--- src/rtl/therm18_encode_gama.sv ---
// Thermometer-code (18 bit, filled from bit 17 down) to level encoder with bubble correction.
// Latency: 2 cycles (input register stage + output register stage).
// Backpressure: both stages advance only when the output is empty or being taken; in_ready = that enable.
//
// Ports:
//   clk, rst                 single clock, synchronous active-high reset
//   in_valid/in_ready/in_data  input handshake and 18-bit thermometer word
//   out_valid/out_ready        output handshake
//   out_code                   decoded level 0..18 (popcount, so bubbles are corrected)
//   out_err                    result came from a malformed word
//   clr_err                    one-cycle clear of err_cnt / err_sticky
//   err_cnt, err_sticky        saturating count / sticky flag of delivered error results
module therm18_encode_gama #(
  parameter int ERR_CNT_W = 8
) (
  input  logic                 clk,
  input  logic                 rst,
  input  logic                 in_valid,
  input  logic [17:0]          in_data,
  output logic                 in_ready,
  output logic                 out_valid,
  input  logic                 out_ready,
  output logic [4:0]           out_code,
  output logic                 out_err,
  input  logic                 clr_err,
  output logic [ERR_CNT_W-1:0] err_cnt,
  output logic                 err_sticky
);

  logic       en;
  logic [4:0] pc;
  logic       malformed;
  logic       s1_vld;
  logic [4:0] s1_code;
  logic       s1_err;
  logic       out_xfer;

  assign en       = !out_valid || out_ready;
  assign in_ready = en;
  assign out_xfer = out_valid && out_ready;

  // The level is the number of ones regardless of shape; for a clean word this equals k.
  always_comb begin
    pc = '0;
    for (int i = 0; i < 18; i++) begin
      pc = pc + {4'd0, in_data[i]};
    end
  end

  // A clean code never has a one directly below a zero.
  assign malformed = |(in_data[16:0] & ~in_data[17:1]);

  always_ff @(posedge clk) begin
    if (rst) begin
      s1_vld    <= 1'b0;
      s1_code   <= '0;
      s1_err    <= 1'b0;
      out_valid <= 1'b0;
      out_code  <= '0;
      out_err   <= 1'b0;
    end else if (en) begin
      s1_vld <= in_valid;
      // Input word is only captured on an actual transfer.
      if (in_valid) begin
        s1_code <= pc;
        s1_err  <= malformed;
      end
      out_valid <= s1_vld;
      out_code  <= s1_code;
      out_err   <= s1_err;
    end
  end

  // Clear wins over a same-cycle erroneous delivery; that delivery is not counted.
  always_ff @(posedge clk) begin
    if (rst || clr_err) begin
      err_cnt    <= '0;
      err_sticky <= 1'b0;
    end else if (out_xfer && out_err) begin
      if (!(&err_cnt)) begin
        err_cnt <= err_cnt + 1'b1;
      end
      err_sticky <= 1'b1;
    end
  end

endmodule

--- config.mk ---
export PLATFORM = sky130hd
export DESIGN_NAME = therm18_encode_gama
export DESIGN_NICKNAME = d
export VERILOG_FILES = /design/src/rtl/therm18_encode_gama.sv
export SDC_FILE = /design/constraint.sdc
export NUM_CORES = 1
export LEC_CHECK = 0
export BUFFER_PORTS_ARGS = -buffer_cell sky130_fd_sc_hd__buf_2
export CAP_MARGIN = 20
export CELL_PAD_IN_SITES_DETAIL_PLACEMENT = 1
export CELL_PAD_IN_SITES_GLOBAL_PLACEMENT = 2
export CORE_AREA = 2 2 77 79
export CTS_BUF_LIST = sky130_fd_sc_hd__clkbuf_4 sky130_fd_sc_hd__clkbuf_8
export DETAILED_ROUTE_END_ITERATION = 12
export DIE_AREA = 0 0 79 81
export PLACE_DENSITY_LB_ADDON = 0.1
export SLEW_MARGIN = 10
export SYNTH_ARGS = -nofsm -noshare
export SYNTH_HDL_FRONTEND = slang
export SYNTH_SLANG_ARGS = --single-unit
--- constraint.sdc ---
create_clock -name clk -period 4.2 [get_ports clk]
set_clock_uncertainty 0.2 [all_clocks]
set_input_delay 0.42 -clock clk [delete_from_list [all_inputs] [get_ports clk]]
set_output_delay 0.42 -clock clk [all_outputs]
set_load 0.1 [all_outputs]
# Word-level counts from Yosys, hierarchy flattened
# Cells that the tools add are included.
[op_classes] reduce_logical=9 n_addsub=18 bitwise_logic=3
[ops] op="5-bit by 1-bit adder with 5-bit output" count=13
[ops] op="17-bit bitwise AND" count=1
[ops] op="17-bit NOT" count=1
[ops] op="17-bit OR reduction" count=1
[ops] op="8-bit by 1-bit adder with 8-bit output, second input constant" count=1
[ops] op="8-bit AND reduction" count=1
[ops] op="4-bit by 1-bit adder with 5-bit output" count=1
[ops] op="3-bit by 1-bit adder with 4-bit output" count=1
[ops] op="2-bit AND reduction" count=2
[ops] op="2-bit by 1-bit adder with 3-bit output" count=1
[ops] op="1-bit by 1-bit adder with 2-bit output" count=1
[ops] op="1-bit logical AND" count=2
[ops] op="1-bit logical OR" count=2
[ops] op="1-bit logical NOT" count=1
[ops] op="1-bit NOT" count=1
[word_totals] ff_bits=23

# Logic depth before layout (Yosys ltp)
[logic_depth] depth_word=17 depth_mapped=13

# Worst setup path after synthesis
# No wires, ideal clock.
[synth_path] path_kind="input -> register" startpoint="in in_data[0]" endpoint="reg s1_code[4]" setup_time_ns=0.086 t_arrival_ns=3.797 slack_ns=0.117 t_required_ns=3.914 stages=13 cell_sequence="inv_1 > fa_1 > fa_1 > fa_1 > fa_1 > fa_1 > inv_1 > ha_1 > inv_1 > fa_1 > nor2b_1 > o21ai_0 > a211oi_1"
[synth_between] elab_chain_cells=17
[synth_lines] element="start, declared" line="19" source="input logic [17:0] in_data,"
[synth_lines] element="1-bit by 1-bit adder with 2-bit output" line="46" source="pc = pc + {4'd0, in_data[i]};"
[synth_lines] element="2-bit by 1-bit adder with 3-bit output" line="46"
[synth_lines] element="3-bit by 1-bit adder with 4-bit output" line="46"
[synth_lines] element="4-bit by 1-bit adder with 5-bit output" line="46"
[synth_lines] element="5-bit by 1-bit adder with 5-bit output (13 in a row)" line="46"
[synth_lines] element="end signal, assigned" line="65" source="s1_code <= pc;"
[synth_lines] element="end, declared" line="34" source="logic [4:0] s1_code;"
# Every way passes these cells.
# A chain may end at the register's enable or synchronous reset.

# Final worst setup path
[layout_path] startpoint="in in_data[5]" endpoint="reg s1_code[4]"
[layout_between] elab_chain_cells=13
[layout_lines] element="5-bit by 1-bit adder with 5-bit output (13 in a row)" line="46"
# Every way passes these cells.

==> results by group <==
Run status
  – Status: completed

Floorplan
  – IO Count: 40
  – Placement Rows: 28
  – DIE AREA: 6400 µm²
  – Core area: 5680 µm²
  – Initial Utilization: 26.9%
  – Die Y: 81 µm
  – Die X: 79 µm

Setup path
  – Critical path required time: 4190 ps
  – CP dominant cell by count: fa_1
  – CP peak stage delay: 570 ps
  – CP max FO: 3
  – CP max stage cell: fa_1
  – Reg-to-Reg End: err_cnt[2]$_SDFFE_PP0P_
  – CP cell instances: buf_2, inv_1, fa_1, fa_1, fa_1, fa_1, fa_1, inv_1, ha_2, inv_2, fa_2, nor2b_1, o21ai_1, a211oi_1
  – Crit-path leading delay family: adder cells
  – Startpoint class of the critical path: input pin
  – CP arrival: 4000 ps
  – R2r worst-path depth: 5
  – CP Launch Point: in_data[5]
  – Kind of critical path: in -> reg
  – WP buf/inv: 4
  – R2R Setup Slk: 2370 ps
  – R2R Path Start: err_cnt[0]$_SDFFE_PP0P_
  – Critical path capture point type: flip-flop

Synth
  – Synth async-reset ratio: 0%
  – Synth Area per Inst: 8.37 µm²
  – Synth Flop Type: dfxtp_1
  – EDFF count, synth: 0
  – Post-Syn Area: 1520 µm²
  – Yosys warns: 0
  – Post-synthesis sequential area ratio: 30.2%
  – Syn Nets: 226
  – Post-Syn Instances: 182
  – Synth unique cells: 34
  – #FFs+latches synth: 23

Timing
  – Final setup violation count: 0
  – Final Hold Viols: 0
  – Tightest Pin Transition: 480 ps
  – F_max: 0.249 GHz
  – Relative slew slack: 67.6%
  – Final period util: 95.7%
  – Max-slew violations: 0
  – Final min period: 4020 ps

Clocking
  – CTS tree: built
  – Cts bufs inserted: 3
  – Worst-Skew Late Latency: 260 ps
  – Post-CTS Setup Inserts: 0
  – CTS HTree Levels: 1
  – Hold-fix buffers, CTS: 0
  – CTS Buffer Depth: 2
  – Clk root buf: clkbuf_8
  – Clock Sinks: 23
  – Cts repair resizes: 0
  – Clk slew on worst S/H paths: 80 ps

Hold path
  – Hold WC Path Type: reg -> reg
  – Hold depth: 2
  – WHS Endpoint: out_code[2]$_SDFFE_PP0N_
  – Hold_sp: out_code[2]$_SDFFE_PP0N_

Placed design
  – Placed cells: 297
  – Placed Area: 1820 µm²
  – Gpl congestion: 0.798
  – Port buffer count: 39
  – Post-DP HPWL: 3.10 mm

GRT
  – Antenna violations before repair: 0
  – Pin count of the biggest net entering global routing: 17
  – GRT Total Usage: 12.3%
  – GRT busiest layer: met2
  – Total grt overflow: 0
  – Vias in the first global route: 1479
  – GR Util met3: 2.11%
  – Met2 Use GR: 24.2%
  – First-pass GRT wire length: 6.31 mm
  – Grt met1 use: 13.4%

Final layout
  – Layout cell share with drive strength beyond 1: 25.7%
  – Nets: 271
  – Layout area overhead: 23.4%
  – Final Util: 33.1%
  – Fillers: 719
  – Final Instance Count excl. Fillers: 301
  – Post-route cell area: 1880 µm²
  – Most common cell after layout, fill and taps aside: buf_2
  – Most frequent cells in the layout: buf_2 (38), inv_1 (28), dfxtp_1 (23)
  – Antenna Cells: 0

Power and ir drop
  – Clock share of power: 16.4%
  – Combinational power share: 52.7%
  – Sw Ratio: 40.6%
  – LEAKAGE: 0.914 nW
  – P_int: 0.499 mW
  – Sw power: 0.341 mW
  – Flop pwr share: 30.9%
  – Total power: 0.841 mW
  – VDD IR max: 158 µV
  – Power density cells: 447 nW/µm²

Detailed routing
  – Routed wire length: 3.68 mm
  – Vias per cell: 4.50
  – DR iter-0 viols: 73
  – Vias post-DR: 1353
  – TritonRoute pass-1 iters: 4
  – DR WL/cell: 12.2 µm
  – Post-route ant nets: 0
  – Drc violations: 0

Flow run
  – Max cap viols: 0
## power groups by stage
| stage | Clock [mW] | Combinational, mW | Sequential, mW |
|---|---|---|---|
| 4_1_cts | 0.148 | 0.446 | 0.260 |
| 6_report | 0.138 | 0.443 | 0.260 |
| 3_3_place_gp | 0 | 0.427 | 0.264 |
| 5_1_grt | 0.154 | 0.509 | 0.263 |
| 3_5_place_dp | 0 | 0.440 | 0.265 |
| 2_1_floorplan | 0 | 0.257 | 0.332 |
## state kept, by name, indices dropped and copies added, names as in the netlist
name / count
s1_code: 5
out_code: 5
err_cnt: 8
s1_err: 1
err_sticky: 1
out_valid: 1
out_err: 1
s1_vld: 1
## worst max-delay path by stage
| stage | to | cells past startpoint |
|---|---|---|
| finish | s1_code[4]$_SDFFE_PP0P_ | 14 |
| global route | s1_code[4]$_SDFFE_PP0P_ | 14 |
| floorplan | s1_code[4]$_SDFFE_PP0P_ | 13 |
| global placement | s1_code[3]$_SDFFE_PP0P_ | 13 |
| detailed placement | s1_code[4]$_SDFFE_PP0P_ | 14 |
| CTS | s1_code[4]$_SDFFE_PP0P_ | 14 |
## synth_stat cells (2+ instances only)
cell	number	area, µm²
a211oi_1	5	37.5
a21oi_1	17	85.1
and3_1	2	12.5
buf_6	2	22.5
clkbuf_1	2	7.51
dfxtp_1	23	460
fa_1	12	240
ha_1	9	113
inv_1	31	116
mux2i_1	3	30.0
nand2_1	21	78.8
nand2b_1	5	31.3
nand3_1	3	15.0
nand4_1	5	31.3
nor2_1	19	71.3
nor4_1	2	12.5
o21ai_0	3	15.0
xor2_1	2	17.5
## cells by family after synthesis
logic type / share of synthesized area [%]
xor+xnor: 1.72
buf+inv: 10.5
flops: 30.2
simple gates: 20.7
compound gates: 11.7
fa+ha+maj: 23.2
mux: 1.97
## metal layers
metal	vias to the layer above	share of wire (%)
met1	657	42
met3	2	3.5
met4	0	0.98
met5	-	0
li1	674	-
met2	20	54
## cell type report
class	instances	area (µm²)	share of cell area, %
Multi-Input combinational cell	122	908	48.3
Tap cell	75	93.8	4.99
Sequential cell	23	460	24.5
Clock buffer	3	41.3	2.20
Clock inverter	1	5.00	0.266
Inverter	32	125	6.65
Timing Repair Buffer	45	246	13.1
## through the flow
stage / hold WS, ps / setup slack (ps) / setup TNS (ps)
floorplan: 232 / 117 / 0
global route: 287 / -1.20 / -1.20
detailed placement: 244 / -182 / -470
CTS: 258 / 96.7 / 0
finish: 252 / 182 / 0
global placement: 243 / -98.6 / -242
## tightest hold or removal path, stage by stage, from the launching register on
cell     delay (ps)
dfxtp_1         310
nand2_1          50
a21oi_1          50
Note: power is estimated with default switching activity, not from simulation.
